`src/rtl/shift_add_mult_ctrl.sv`:
```
// Sequencer for an unsigned shift-and-add multiplier built around one external WIDTH-bit adder.
// Optional build macro: EARLY_TERM_EN (finish as soon as the remaining multiplier bits are zero).
//
// state  | meaning
// S_IDLE | waiting for start; product holds the last result
// S_CALC | one add/shift iteration per clock, count iterations left
// S_DONE | done pulse for one cycle, then back to S_IDLE
module shift_add_mult_ctrl #(
    parameter int WIDTH = 4
) (
    input  logic                 clk,
    input  logic                 rst_n,
    input  logic                 start,
    input  logic [WIDTH-1:0]     a,
    input  logic [WIDTH-1:0]     b,
    output logic [WIDTH-1:0]     add_a,
    output logic [WIDTH-1:0]     add_b,
    input  logic [WIDTH-1:0]     add_sum,
    input  logic                 add_cout,
    output logic                 busy,
    output logic                 done,
    output logic [2*WIDTH-1:0]   product
);

    localparam int CW = $clog2(WIDTH + 1);
    localparam logic [CW-1:0] COUNT_INIT = CW'(WIDTH);
    localparam logic [CW-1:0] COUNT_LAST = CW'(1);

    typedef enum logic [1:0] {
        S_IDLE = 2'd0,
        S_CALC = 2'd1,
        S_DONE = 2'd2
    } state_t;

    state_t             state;
    logic [WIDTH-1:0]   m;
    logic [WIDTH-1:0]   acc;
    logic [WIDTH-1:0]   q;
    logic [CW-1:0]      count;

    logic [WIDTH-1:0]   s;
    logic               c;
    logic [2*WIDTH-1:0] step_val;
    logic [2*WIDTH-1:0] next_accq;
    logic               last_iter;

    assign add_a = acc;
    assign add_b = q[0] ? m : '0;

    // The adder result is only taken when the current multiplier bit is set.
    always_comb begin
        s = acc;
        c = 1'b0;
        if (q[0]) begin
            s = add_sum;
            c = add_cout;
        end
    end

    assign step_val = {c, s, q[WIDTH-1:1]};

`ifdef EARLY_TERM_EN
    logic [WIDTH-1:0]   pend_mask;
    logic               pend_zero;
    logic [2*WIDTH-1:0] skip_val;

    always_comb begin
        pend_mask = '0;
        for (int i = 0; i < WIDTH; i++) begin
            if (i < int'(count)) begin
                pend_mask[i] = 1'b1;
            end
        end
    end

    assign pend_zero = ((q & pend_mask) == '0);
    assign skip_val  = {acc, q} >> count;

    always_comb begin
        next_accq = step_val;
        last_iter = (count == COUNT_LAST);
        if (pend_zero) begin
            next_accq = skip_val;
            last_iter = 1'b1;
        end
    end
`else
    always_comb begin
        next_accq = step_val;
        last_iter = (count == COUNT_LAST);
    end
`endif

    always_ff @(posedge clk or negedge rst_n) begin
        if (!rst_n) begin
            state   <= S_IDLE;
            m       <= '0;
            acc     <= '0;
            q       <= '0;
            count   <= '0;
            product <= '0;
            busy    <= 1'b0;
            done    <= 1'b0;
        end else begin
            case (state)
                S_IDLE: begin
                    done <= 1'b0;
                    if (start) begin
                        m     <= a;
                        q     <= b;
                        acc   <= '0;
                        count <= COUNT_INIT;
                        busy  <= 1'b1;
                        state <= S_CALC;
                    end
                end
                S_CALC: begin
                    {acc, q} <= next_accq;
                    count    <= count - COUNT_LAST;
                    if (last_iter) begin
                        product <= next_accq;
                        busy    <= 1'b0;
                        done    <= 1'b1;
                        state   <= S_DONE;
                    end
                end
                S_DONE: begin
                    done  <= 1'b0;
                    state <= S_IDLE;
                end
                default: begin
                    busy  <= 1'b0;
                    done  <= 1'b0;
                    state <= S_IDLE;
                end
            endcase
        end
    end

endmodule

```
`config.mk`:
```
export PLATFORM = sky130hd
export DESIGN_NAME = shift_add_mult_ctrl
export DESIGN_NICKNAME = d
export VERILOG_FILES = /design/src/rtl/shift_add_mult_ctrl.sv
export SDC_FILE = /design/constraint.sdc
export NUM_CORES = 1
export LEC_CHECK = 0
export CAP_MARGIN = 20
export CORE_UTILIZATION = 49
export CTS_BUF_LIST = sky130_fd_sc_hd__clkbuf_16
export CTS_CLUSTER_DIAMETER = 100
export DETAILED_ROUTE_END_ITERATION = 10
export PLACE_DENSITY_LB_ADDON = 0.15
export REMOVE_ABC_BUFFERS = 1
export SYNTH_ARGS = -nofsm -noshare
export SYNTH_HDL_FRONTEND = slang
export SYNTH_SLANG_ARGS = --single-unit
```
`constraint.sdc`:
```
create_clock -name clk -period 2.1 [get_ports clk]
set_input_delay 0.42 -clock clk [delete_from_list [all_inputs] [get_ports clk]]
set_output_delay 0.42 -clock clk [all_outputs]
set_load 0.01 [all_outputs]
```
Word-level counts from Yosys, hierarchy flattened. Cells that the tools add are included.

Register bits after elaboration: 27. Word-level logic and storage cells: 39.

Add/sub/neg operators: 1. Equal/unequal tests: 5. Muxes and demuxes: 17. Bitwise operators: 1. Reduce and logical (&&, ||, !) cells: 7.

Operators by type and width (count): 4-bit 2-to-1 mux (4); 4-bit one-hot mux with 2 select lines (2); 2-bit AND reduction (4); 3-bit one-hot mux with 2 select lines (1); 1-bit 2-to-1 mux (5); 2-bit 2-to-1 mux (2); 2-bit inequality test, second input constant (2); 2-bit one-hot mux with 2 select lines (1); 3-bit by 1-bit equality test with 1-bit output, second input constant (1); 3-bit 2-to-1 mux (1); 1-bit one-hot mux with 3 select lines (1); 3-bit AND reduction (1); 3-bit by 1-bit subtractor with 3-bit output, second input constant (1); 2-bit by 1-bit equality test with 1-bit output, second input constant (1); 2-bit equality test, second input constant (1); 2-bit logical NOT (1); 2-bit nonzero test (1); 1-bit inverter (1).

Longest topological paths before layout. Gate-level depths: netlist of the first run.

Word-level depth: 3. Gate-level depth with buffers: 6. Mapped depth without buffers: 5.

Worst setup path after synthesis of the first run. No wires, ideal clock.

Kind: register to register. Start: register count[1]. End: register product[0]. Data arrival time: 1.143 ns. Required time: 1.975 ns. Path slack: 0.832 ns. Cell stages (with the launch flop): 5. Cells stage by stage: dfrtp_1 > inv_1 > ha_1 > and4bb_4 > mux2_2.

Cells in the longest elaborated chain, start to end: 2.

Ends and longest elaborated chain: start, declared (RTL line 39) `logic [CW-1:0] count;`; start signal, assigned (RTL line 119) `count <= count - COUNT_LAST;`; 3-bit by 1-bit equality test with 1-bit output (RTL line 90) `last_iter = (count == COUNT_LAST);`; 2-bit AND reduction (no source line); end signal, assigned (RTL line 121) `product <= next_accq;`; end, declared (RTL line 22) `output logic [2*WIDTH-1:0] product`.

Every way passes these cells. A chain may end at the register's enable or synchronous reset.

Worst setup path after layout of the first run.
Start: register q[0]. End: output port add_b[3].

Cells in the longest elaborated chain, start to end: 1.

Ends and longest elaborated chain: start, declared (RTL line 38) `logic [WIDTH-1:0] q;`; start signal, assigned (RTL line 118) `{acc, q} <= next_accq;`; 4-bit 2-to-1 mux (RTL line 48) `assign add_b = q[0] ? m : '0;`; end, declared (RTL line 17) `output logic [WIDTH-1:0] add_b,`.

Every way passes these cells.

==> report_table.html, run 1 <==
<table>
<tr><th>Metric</th><th>Value</th></tr>
<tr><th colspan="2">Yosys</th></tr>
<tr><td>Top area cells in the synthesized netlist</td><td>sky130_fd_sc_hd__dfrtp_1 58%, sky130_fd_sc_hd__mux2_2 6.8%, sky130_fd_sc_hd__o21ai_0 3.9%</td></tr>
<tr><td>Commonest cells post-synth</td><td>27 x sky130_fd_sc_hd__dfrtp_1, 9 x sky130_fd_sc_hd__o21ai_0, 8 x sky130_fd_sc_hd__a21oi_1, 8 x sky130_fd_sc_hd__nor2_1</td></tr>
<tr><td>FF+latch count, synth</td><td>27</td></tr>
<tr><td>Post-synthesis cell type with the largest combined area</td><td>sky130_fd_sc_hd__dfrtp_1</td></tr>
<tr><td>Area of the mapped netlist</td><td>around 1200 um2</td></tr>
<tr><td>Synth Instances</td><td>between 100 and 150</td></tr>
<tr><td>Synth warn</td><td>0</td></tr>
<tr><td>Most used flip-flop cell after synthesis</td><td>sky130_fd_sc_hd__dfrtp_1</td></tr>
<tr><td>Mapped Avg Cell Area</td><td>11.3 um2</td></tr>
<tr><td>Post-synth EDFFs</td><td>0</td></tr>
<tr><td>Yosys cell types</td><td>23</td></tr>
<tr><td>Async set-reset flop share out of synthesis</td><td>100%</td></tr>
<tr><td>Area share of the largest cell type after synthesis</td><td>between 50% and 60%</td></tr>
<tr><td>Sequential element share of the synthesized area</td><td>between 50% and 60%</td></tr>
<tr><td>Most repeated cell in the gate-level netlist after synthesis</td><td>sky130_fd_sc_hd__dfrtp_1</td></tr>
<tr><th colspan="2">Outcome</th></tr>
<tr><td>Result of the run</td><td>complete, no violations</td></tr>
<tr><th colspan="2">Placement</th></tr>
<tr><td>Worst slack, placed</td><td>about 0.22 ns</td></tr>
<tr><td>Total cell area at the placement stage</td><td>roughly 1500 um2</td></tr>
<tr><td>Total half-perimeter wirelength after legalization and detailed placement</td><td>~1.7 mm</td></tr>
<tr><td>Count of placed standard cells including taps</td><td>164</td></tr>
<tr><td>GPL Wtd Cong</td><td>0.836</td></tr>
<tr><td>Count of buffers from port buffering</td><td>33</td></tr>
<tr><th colspan="2">Clock network</th></tr>
<tr><td>CTS tree</td><td>done</td></tr>
<tr><td>Resized Gates After CTS</td><td>0</td></tr>
<tr><td>Later-pin clock latency in the skew report</td><td>between 0.2 and 0.3 ns</td></tr>
<tr><td>Clock sinks</td><td>27</td></tr>
<tr><td>Root Buffer</td><td>sky130_fd_sc_hd__clkbuf_16</td></tr>
<tr><td>Number of H-tree branching levels</td><td>1</td></tr>
<tr><td>Clock Tree Buf Depth</td><td>2</td></tr>
<tr><td>Clock transition time at the flip-flop clock pins of the worst setup and hold paths</td><td>approximately 0.060 ns</td></tr>
<tr><td>Number of setup buffers added after CTS</td><td>0</td></tr>
<tr><td>TritonCTS buffer count</td><td>3</td></tr>
<tr><td>CTS hold repair buffers</td><td>0</td></tr>
<tr><th colspan="2">GRT</th></tr>
<tr><td>Gr usage total</td><td>a little under a quarter</td></tr>
<tr><td>Antenna violations before repair</td><td>0</td></tr>
<tr><td>Total gr overflow</td><td>0</td></tr>
<tr><td>Vias in the first global route</td><td>a little over 900</td></tr>
<tr><td>Maximum number of pins on one net before global-route repair</td><td>28</td></tr>
<tr><td>Global-route wire length before repair</td><td>about 4.2 mm</td></tr>
<tr><th colspan="2">STA</th></tr>
<tr><td>Total count of hold-check failures in the final report</td><td>0</td></tr>
<tr><td>Minimum period implied by the final worst setup slack</td><td>1.75 ns</td></tr>
<tr><td>Total count of max-transition violations in the final report</td><td>0</td></tr>
<tr><td>Slew at the pin with the worst max-slew slack</td><td>~0.42 ns</td></tr>
<tr><td>Final WS setup</td><td>around 0.35 ns</td></tr>
<tr><td>Rel. slew slack</td><td>around 72%</td></tr>
<tr><td>Sum Neg Setup Slack</td><td>0 ns</td></tr>
<tr><td>Maximum achievable frequency</td><td>approximately 0.57 GHz</td></tr>
<tr><td>Unrepaired setup endpoints after global routing</td><td>false</td></tr>
<tr><td>Worst setup skew after layout</td><td>0.00137 ns</td></tr>
<tr><td>Period utilization</td><td>83.3%</td></tr>
<tr><td>Setup violators final</td><td>0</td></tr>
<tr><td>Worst Hold Slack</td><td>0.499 ns</td></tr>
<tr><th colspan="2">Setup path</th></tr>
<tr><td>Endpoint required time on the critical path</td><td>between 1.5 and 2 ns</td></tr>
<tr><td>CP Data Arrival Time</td><td>about 1.3 ns</td></tr>
<tr><td>Nature of the critical path endpoint</td><td>output pin</td></tr>
<tr><td>Largest incremental delay on the critical path</td><td>about 0.53 ns</td></tr>
<tr><td>Chain of cells forming the critical path</td><td>and2_1 &gt; clkdlybuf4s50_1</td></tr>
<tr><td>Critical path start-end classification</td><td>reg2out</td></tr>
<tr><td>Maximum fanout along the worst path</td><td>5</td></tr>
<tr><td>Reg2reg start</td><td>count[1]</td></tr>
<tr><td>Cell type of the slowest stage on the worst timing path</td><td>sky130_fd_sc_hd__clkdlybuf4s50_1</td></tr>
<tr><td>Startpoint types</td><td>flop</td></tr>
<tr><td>CP startpoint</td><td>q[0]</td></tr>
<tr><th colspan="2">Hold path</th></tr>
<tr><td>Min-delay src</td><td>count[1]</td></tr>
<tr><td>Hold crit path type</td><td>reg2reg</td></tr>
<tr><th colspan="2">Layout</th></tr>
<tr><td>Ratio of cells with drive above 1 in the final layout</td><td>between 10% and 20%</td></tr>
<tr><td>Fill count</td><td>171</td></tr>
<tr><td>Area of all placed cells without fillers</td><td>1610 um2</td></tr>
<tr><td>Final net count</td><td>~160</td></tr>
<tr><td>Antenna diode count</td><td>0</td></tr>
<tr><td>Layout Cells excl Fill</td><td>roughly 170</td></tr>
<tr><td>Area growth syn-to-layout</td><td>38.7%</td></tr>
<tr><th colspan="2">Drt</th></tr>
<tr><td>DRT iter0 DRCs</td><td>17</td></tr>
<tr><td>Router iterations before antenna repair</td><td>4</td></tr>
<tr><td>Number of vias per cell</td><td>around 5.4</td></tr>
<tr><td>Total wirelength of the detailed-routed design</td><td>approximately 2.6 mm</td></tr>
<tr><td>Antenna Nets Post-Route</td><td>0</td></tr>
<tr><td>Via count of the routed design</td><td>905</td></tr>
<tr><td>Post-DR wirelength/cell</td><td>around 15 um</td></tr>
<tr><td>DRC violations left</td><td>0</td></tr>
<tr><th colspan="2">Floorplanning</th></tr>
<tr><td>Effective utilization at floorplan</td><td>52.1%</td></tr>
<tr><td>Std-Cell Core Area</td><td>between 2000 and 2500 um2</td></tr>
<tr><td>Ports</td><td>34</td></tr>
<tr><td>Cell Rows</td><td>17</td></tr>
<tr><td>Die area</td><td>2570 um2</td></tr>
<tr><td>Die outline height</td><td>50.7 um</td></tr>
<tr><td>Die extent in x</td><td>50.7 um</td></tr>
<tr><th colspan="2">Flow run</th></tr>
<tr><td>Max-Cap Viols</td><td>0</td></tr>
<tr><th colspan="2">Pwr</th></tr>
<tr><td>PwrDens</td><td>approximately 1600 nW/um2</td></tr>
<tr><td>Pleak</td><td>approximately 0.00069 uW</td></tr>
<tr><td>Peak supply drop</td><td>between 900 and 1000 uV</td></tr>
</table>
-- cell families (layout without fill, tap and decap cells) --
kind of cell,Yosys count,after routing,share of synthesized area (%)
simple gates,26,26,12.2
buf+inv,9,46,3.44
compound gates,28,28,14.0
mux,11,11,10.2
flops,27,27,58.1
fa+ha+maj,2,2,2.15
-- power by group --
part / internal [uW] / leakage [uW] / switching (uW)
combinational: 624 / 0.000330 / 511
clock: 257 / 0.0000409 / 168
sequential: 774 / 0.000315 / 191
-- metrics by stage --
stage | power [uW] | utilization (%)
after CTS | 2540 | 72.3
final | 2520 | 72.3
after global routing | 2700 | 72.3
after global placement | 2040 | 68.7
after floorplan | 1540 | -
after detailed placement | 2090 | 68.7
-- critical path, delay by kind of cell (launching register included) --
| kind | cells | cell delay (ns) |
|---|---|---|
| DFF | 1 | 0.40 |
| and+or+nand+nor | 1 | 0.15 |
| buffers and inverters | 1 | 0.53 |
-- placed cells by master, fill, tap and decap left out, types with 2 or more instances in the layout --
master	instances
sky130_fd_sc_hd__clkdlybuf4s50_1	33
sky130_fd_sc_hd__ha_1	2
sky130_fd_sc_hd__clkbuf_16	3
sky130_fd_sc_hd__dfrtp_1	27
sky130_fd_sc_hd__and2_1	4
sky130_fd_sc_hd__buf_4	3
sky130_fd_sc_hd__nor2_1	8
sky130_fd_sc_hd__nand2_1	5
sky130_fd_sc_hd__mux2_2	7
sky130_fd_sc_hd__a21oi_1	8
sky130_fd_sc_hd__mux2i_1	4
sky130_fd_sc_hd__inv_1	6
sky130_fd_sc_hd__o21ai_0	9
sky130_fd_sc_hd__o22ai_1	7
sky130_fd_sc_hd__nand2b_1	2
sky130_fd_sc_hd__nor2b_1	3
-- layer usage --
metal	vias up	track usage [%]	wire length, um
li1	433	-	-
met1	428	26.9	1020
met2	39	40.2	1330
met3	5	3.94	166
met4	0	12.5	42
met5	-	0	0
-- cell type report --
class	count	area [um2]	share of cell area, %
multi-input cells	67	448	27.8
clock inverters	1	5.00	0.310
clock buffers	3	75.1	4.65
repair buffers	36	353	21.9
well taps	28	35.0	2.17
inverters	6	22.5	1.40
flip-flops and latches	27	676	41.9
-- state kept, by name, indices dropped and copies added (netlist names) --
register,flops
product,8
add_a,4
m,4
q,4
count,3
state,2
busy,1
done,1
-- worst paths after layout --
path	end	slack (ns)	depth (start not counted)
max in group asynchronous	product[3]	1.32	2
min in group asynchronous	done	0.53	2
min	count[1]	0.50	2
max	add_b[3]	0.35	2
max reg2reg	product[2]	0.64	4
min reg2reg	count[1]	0.50	2
Power figures use the tool's default switching activity.
==> run 2, diff against run 1 <==
Settings changed: CORE_UTILIZATION 49 to 41.
Clock period 2.1 ns to 1.4 ns, I/O delays scaled along.
==> run 2 against run 1 <==
Setup slack worse by 0.30 ns. Hold slack got worse by 0.13 ns. Utilization decreased by 8.1 points.
==> report_table.html, run 2 (synthesized netlist as in run 1, its figures left out) <==
<table>
<tr><th>Metric</th><th>Value</th></tr>
<tr><th colspan="2">Outcome</th></tr>
<tr><td>Result of the run</td><td>complete, no violations</td></tr>
<tr><th colspan="2">STA</th></tr>
<tr><td>Sum Neg Setup Slack</td><td>0 ns</td></tr>
<tr><td>Total count of hold-check failures in the final report</td><td>0</td></tr>
<tr><td>Setup violators final</td><td>0</td></tr>
<tr><td>Unrepaired setup endpoints after global routing</td><td>true</td></tr>
<tr><td>Period utilization</td><td>a little over nine tenths</td></tr>
<tr><td>Total count of max-transition violations in the final report</td><td>0</td></tr>
<tr><td>Slew at the pin with the worst max-slew slack</td><td>between 0.4 and 0.5 ns</td></tr>
<tr><td>Rel. slew slack</td><td>73.0%</td></tr>
<tr><td>Final WS setup</td><td>a little over 0.05 ns</td></tr>
<tr><td>Worst setup skew after layout</td><td>0.00258 ns</td></tr>
<tr><td>Minimum period implied by the final worst setup slack</td><td>about 1.3 ns</td></tr>
<tr><td>Maximum achievable frequency</td><td>roughly 0.74 GHz</td></tr>
<tr><th colspan="2">Pwr</th></tr>
<tr><td>Peak supply drop</td><td>roughly 1300 uV</td></tr>
<tr><td>PwrDens</td><td>approximately 2200 nW/um2</td></tr>
<tr><td>Pleak</td><td>0.000733 uW</td></tr>
<tr><td>Post-route total power</td><td>3640 uW</td></tr>
<tr><th colspan="2">Layout</th></tr>
<tr><td>Final net count</td><td>approximately 160</td></tr>
<tr><td>Ratio of cells with drive above 1 in the final layout</td><td>between 10% and 20%</td></tr>
<tr><td>Register cell area after layout</td><td>~680 um2</td></tr>
<tr><td>Top library cells by usage in the layout, fill and taps aside</td><td>27 x sky130_fd_sc_hd__dfrtp_1, 15 x sky130_fd_sc_hd__clkdlybuf4s50_1, 14 x sky130_fd_sc_hd__dlygate4sd2_1</td></tr>
<tr><td>Area growth syn-to-layout</td><td>41.6%</td></tr>
<tr><td>Most common library cell in the layout ignoring fill and taps</td><td>sky130_fd_sc_hd__dfrtp_1</td></tr>
<tr><td>Area taken by multi-input logic gates</td><td>roughly 450 um2</td></tr>
<tr><td>Antenna diode count</td><td>0</td></tr>
<tr><td>Max FFs per register</td><td>8</td></tr>
<tr><td>Register name with the most flops</td><td>product</td></tr>
<tr><td>Fill count</td><td>220</td></tr>
<tr><th colspan="2">Floorplanning</th></tr>
<tr><td>Die extent in x</td><td>~55 um</td></tr>
<tr><td>Ports</td><td>34</td></tr>
<tr><td>Die outline height</td><td>55.3 um</td></tr>
<tr><td>Effective utilization at floorplan</td><td>between 40% and 50%</td></tr>
<tr><td>Std-Cell Core Area</td><td>about 2600 um2</td></tr>
<tr><td>Die area</td><td>3060 um2</td></tr>
<tr><td>Cell Rows</td><td>18</td></tr>
<tr><th colspan="2">Setup path</th></tr>
<tr><td>Cell count of the worst reg-to-reg path</td><td>4</td></tr>
<tr><td>Endpoint required time on the critical path</td><td>1.55 ns</td></tr>
<tr><td>CP startpoint</td><td>count[1]</td></tr>
<tr><td>Critical path start-end classification</td><td>reg2reg</td></tr>
<tr><td>CP Data Arrival Time</td><td>1.50 ns</td></tr>
<tr><td>Maximum fanout along the worst path</td><td>4</td></tr>
<tr><td>Reg2reg start</td><td>count[1]</td></tr>
<tr><td>Startpoint types</td><td>flop</td></tr>
<tr><td>Nature of the critical path endpoint</td><td>flop</td></tr>
<tr><th colspan="2">GRT</th></tr>
<tr><td>Global-route wire length before repair</td><td>4.06 mm</td></tr>
<tr><td>Vias in the first global route</td><td>between 800 and 900</td></tr>
<tr><td>Maximum number of pins on one net before global-route repair</td><td>28</td></tr>
<tr><td>Antenna violations before repair</td><td>0</td></tr>
<tr><td>Total gr overflow</td><td>0</td></tr>
<tr><td>Gr usage total</td><td>between 10% and 20%</td></tr>
<tr><th colspan="2">Clock network</th></tr>
<tr><td>Number of H-tree branching levels</td><td>1</td></tr>
<tr><td>Later-pin clock latency in the skew report</td><td>0.26 ns</td></tr>
<tr><td>Clock sinks</td><td>27</td></tr>
<tr><td>Clock transition time at the flip-flop clock pins of the worst setup and hold paths</td><td>0.07 ns</td></tr>
<tr><td>TritonCTS buffer count</td><td>3</td></tr>
<tr><td>Root Buffer</td><td>sky130_fd_sc_hd__clkbuf_16</td></tr>
<tr><td>CTS hold repair buffers</td><td>0</td></tr>
<tr><td>Clock Tree Buf Depth</td><td>2</td></tr>
<tr><td>CTS tree</td><td>done</td></tr>
<tr><th colspan="2">Drt</th></tr>
<tr><td>Via count of the routed design</td><td>around 890</td></tr>
<tr><td>DRC violations left</td><td>0</td></tr>
<tr><td>Antenna Nets Post-Route</td><td>0</td></tr>
<tr><td>Post-DR wirelength/cell</td><td>~14 um</td></tr>
<tr><td>Total wirelength of the detailed-routed design</td><td>2.44 mm</td></tr>
<tr><td>DRT iter0 DRCs</td><td>8</td></tr>
<tr><td>Number of vias per cell</td><td>between 5 and 6</td></tr>
<tr><td>Router iterations before antenna repair</td><td>4</td></tr>
<tr><th colspan="2">Placement</th></tr>
<tr><td>Count of buffers from port buffering</td><td>33</td></tr>
<tr><td>Total half-perimeter wirelength after legalization and detailed placement</td><td>between 1.5 and 2 mm</td></tr>
<tr><td>Worst slack, placed</td><td>-0.167 ns</td></tr>
<tr><td>GPL Wtd Cong</td><td>0.808</td></tr>
<tr><th colspan="2">Hold path</th></tr>
<tr><td>Hold crit path type</td><td>in2async</td></tr>
<tr><th colspan="2">Flow run</th></tr>
<tr><td>Max-Cap Viols</td><td>0</td></tr>
</table>
[run 2: cell types whose count changed in the layout (fill, tap and decap cells not counted), moves of 2 or more]
cell                              delta
sky130_fd_sc_hd__buf_4               +2
sky130_fd_sc_hd__clkdlybuf4s15_1     +3
sky130_fd_sc_hd__clkdlybuf4s50_1    -18
sky130_fd_sc_hd__dlygate4sd2_1      +14
[run 2: stage by stage]
| stage | util [%] | area, um2 | hold slack, ns | cells |
|---|---|---|---|---|
| after floorplan | - | 1150 | -0.0156 | 100 |
| after CTS | 63.7 | 1640 | 0.375 | 174 |
| after detailed placement | 61.2 | 1570 | 0.472 | 169 |
| after global routing | 64.2 | 1650 | 0.403 | 174 |
| final | 64.2 | 1650 | 0.371 | 174 |
| after global placement | 61.2 | 1570 | 0.467 | 169 |
[run 2: worst paths after layout]
path,endpoint,slack [ns]
min,m[1],0.37
max reg2reg,product[0],0.05
max in group asynchronous,q[0],0.88
min reg2reg,count[1],0.48
max,product[0],0.05
min in group clk,count[1],0.48
[run 2: cell type report]
| cell class | instances | area share [%] |
|---|---|---|
| repair buffers | 40 | 22.9 |
| clock inverters | 1 | 0.456 |
| flip-flops and latches | 27 | 41.0 |
| well taps | 30 | 2.28 |
| clock buffers | 3 | 4.56 |
| multi-input cells | 67 | 27.5 |
| inverters | 6 | 1.37 |
[run 2: timing repair]
action | 4_1_cts | 5_1_grt
buffers inserted | 1 | 0
resized for setup | 22 | 4
endpoints found under the setup margin | 18 | 7
[run 2: routing by layer]
metal	global-route usage (%)	part of all wire [%]	up-vias	wire, um
met2	28.4	49	18	1200
met4	9.29	0.70	0	17
met3	3.51	3.8	2	92
met5	0	0	-	0
li1	-	-	440	-
met1	20.9	46	425	1130
[run 2: power by group]
| part | internal [uW] | switching [uW] |
|---|---|---|
| Combinational | 812 | 758 |
| Sequential | 1160 | 262 |
| Clock | 388 | 258 |
[run 2: critical path, stage by stage (launching register included)]
cell,delay [ns]
sky130_fd_sc_hd__dfrtp_1,0.38
sky130_fd_sc_hd__inv_1,0.08
sky130_fd_sc_hd__ha_1,0.16
sky130_fd_sc_hd__and4bb_4,0.29
sky130_fd_sc_hd__mux2_2,0.34
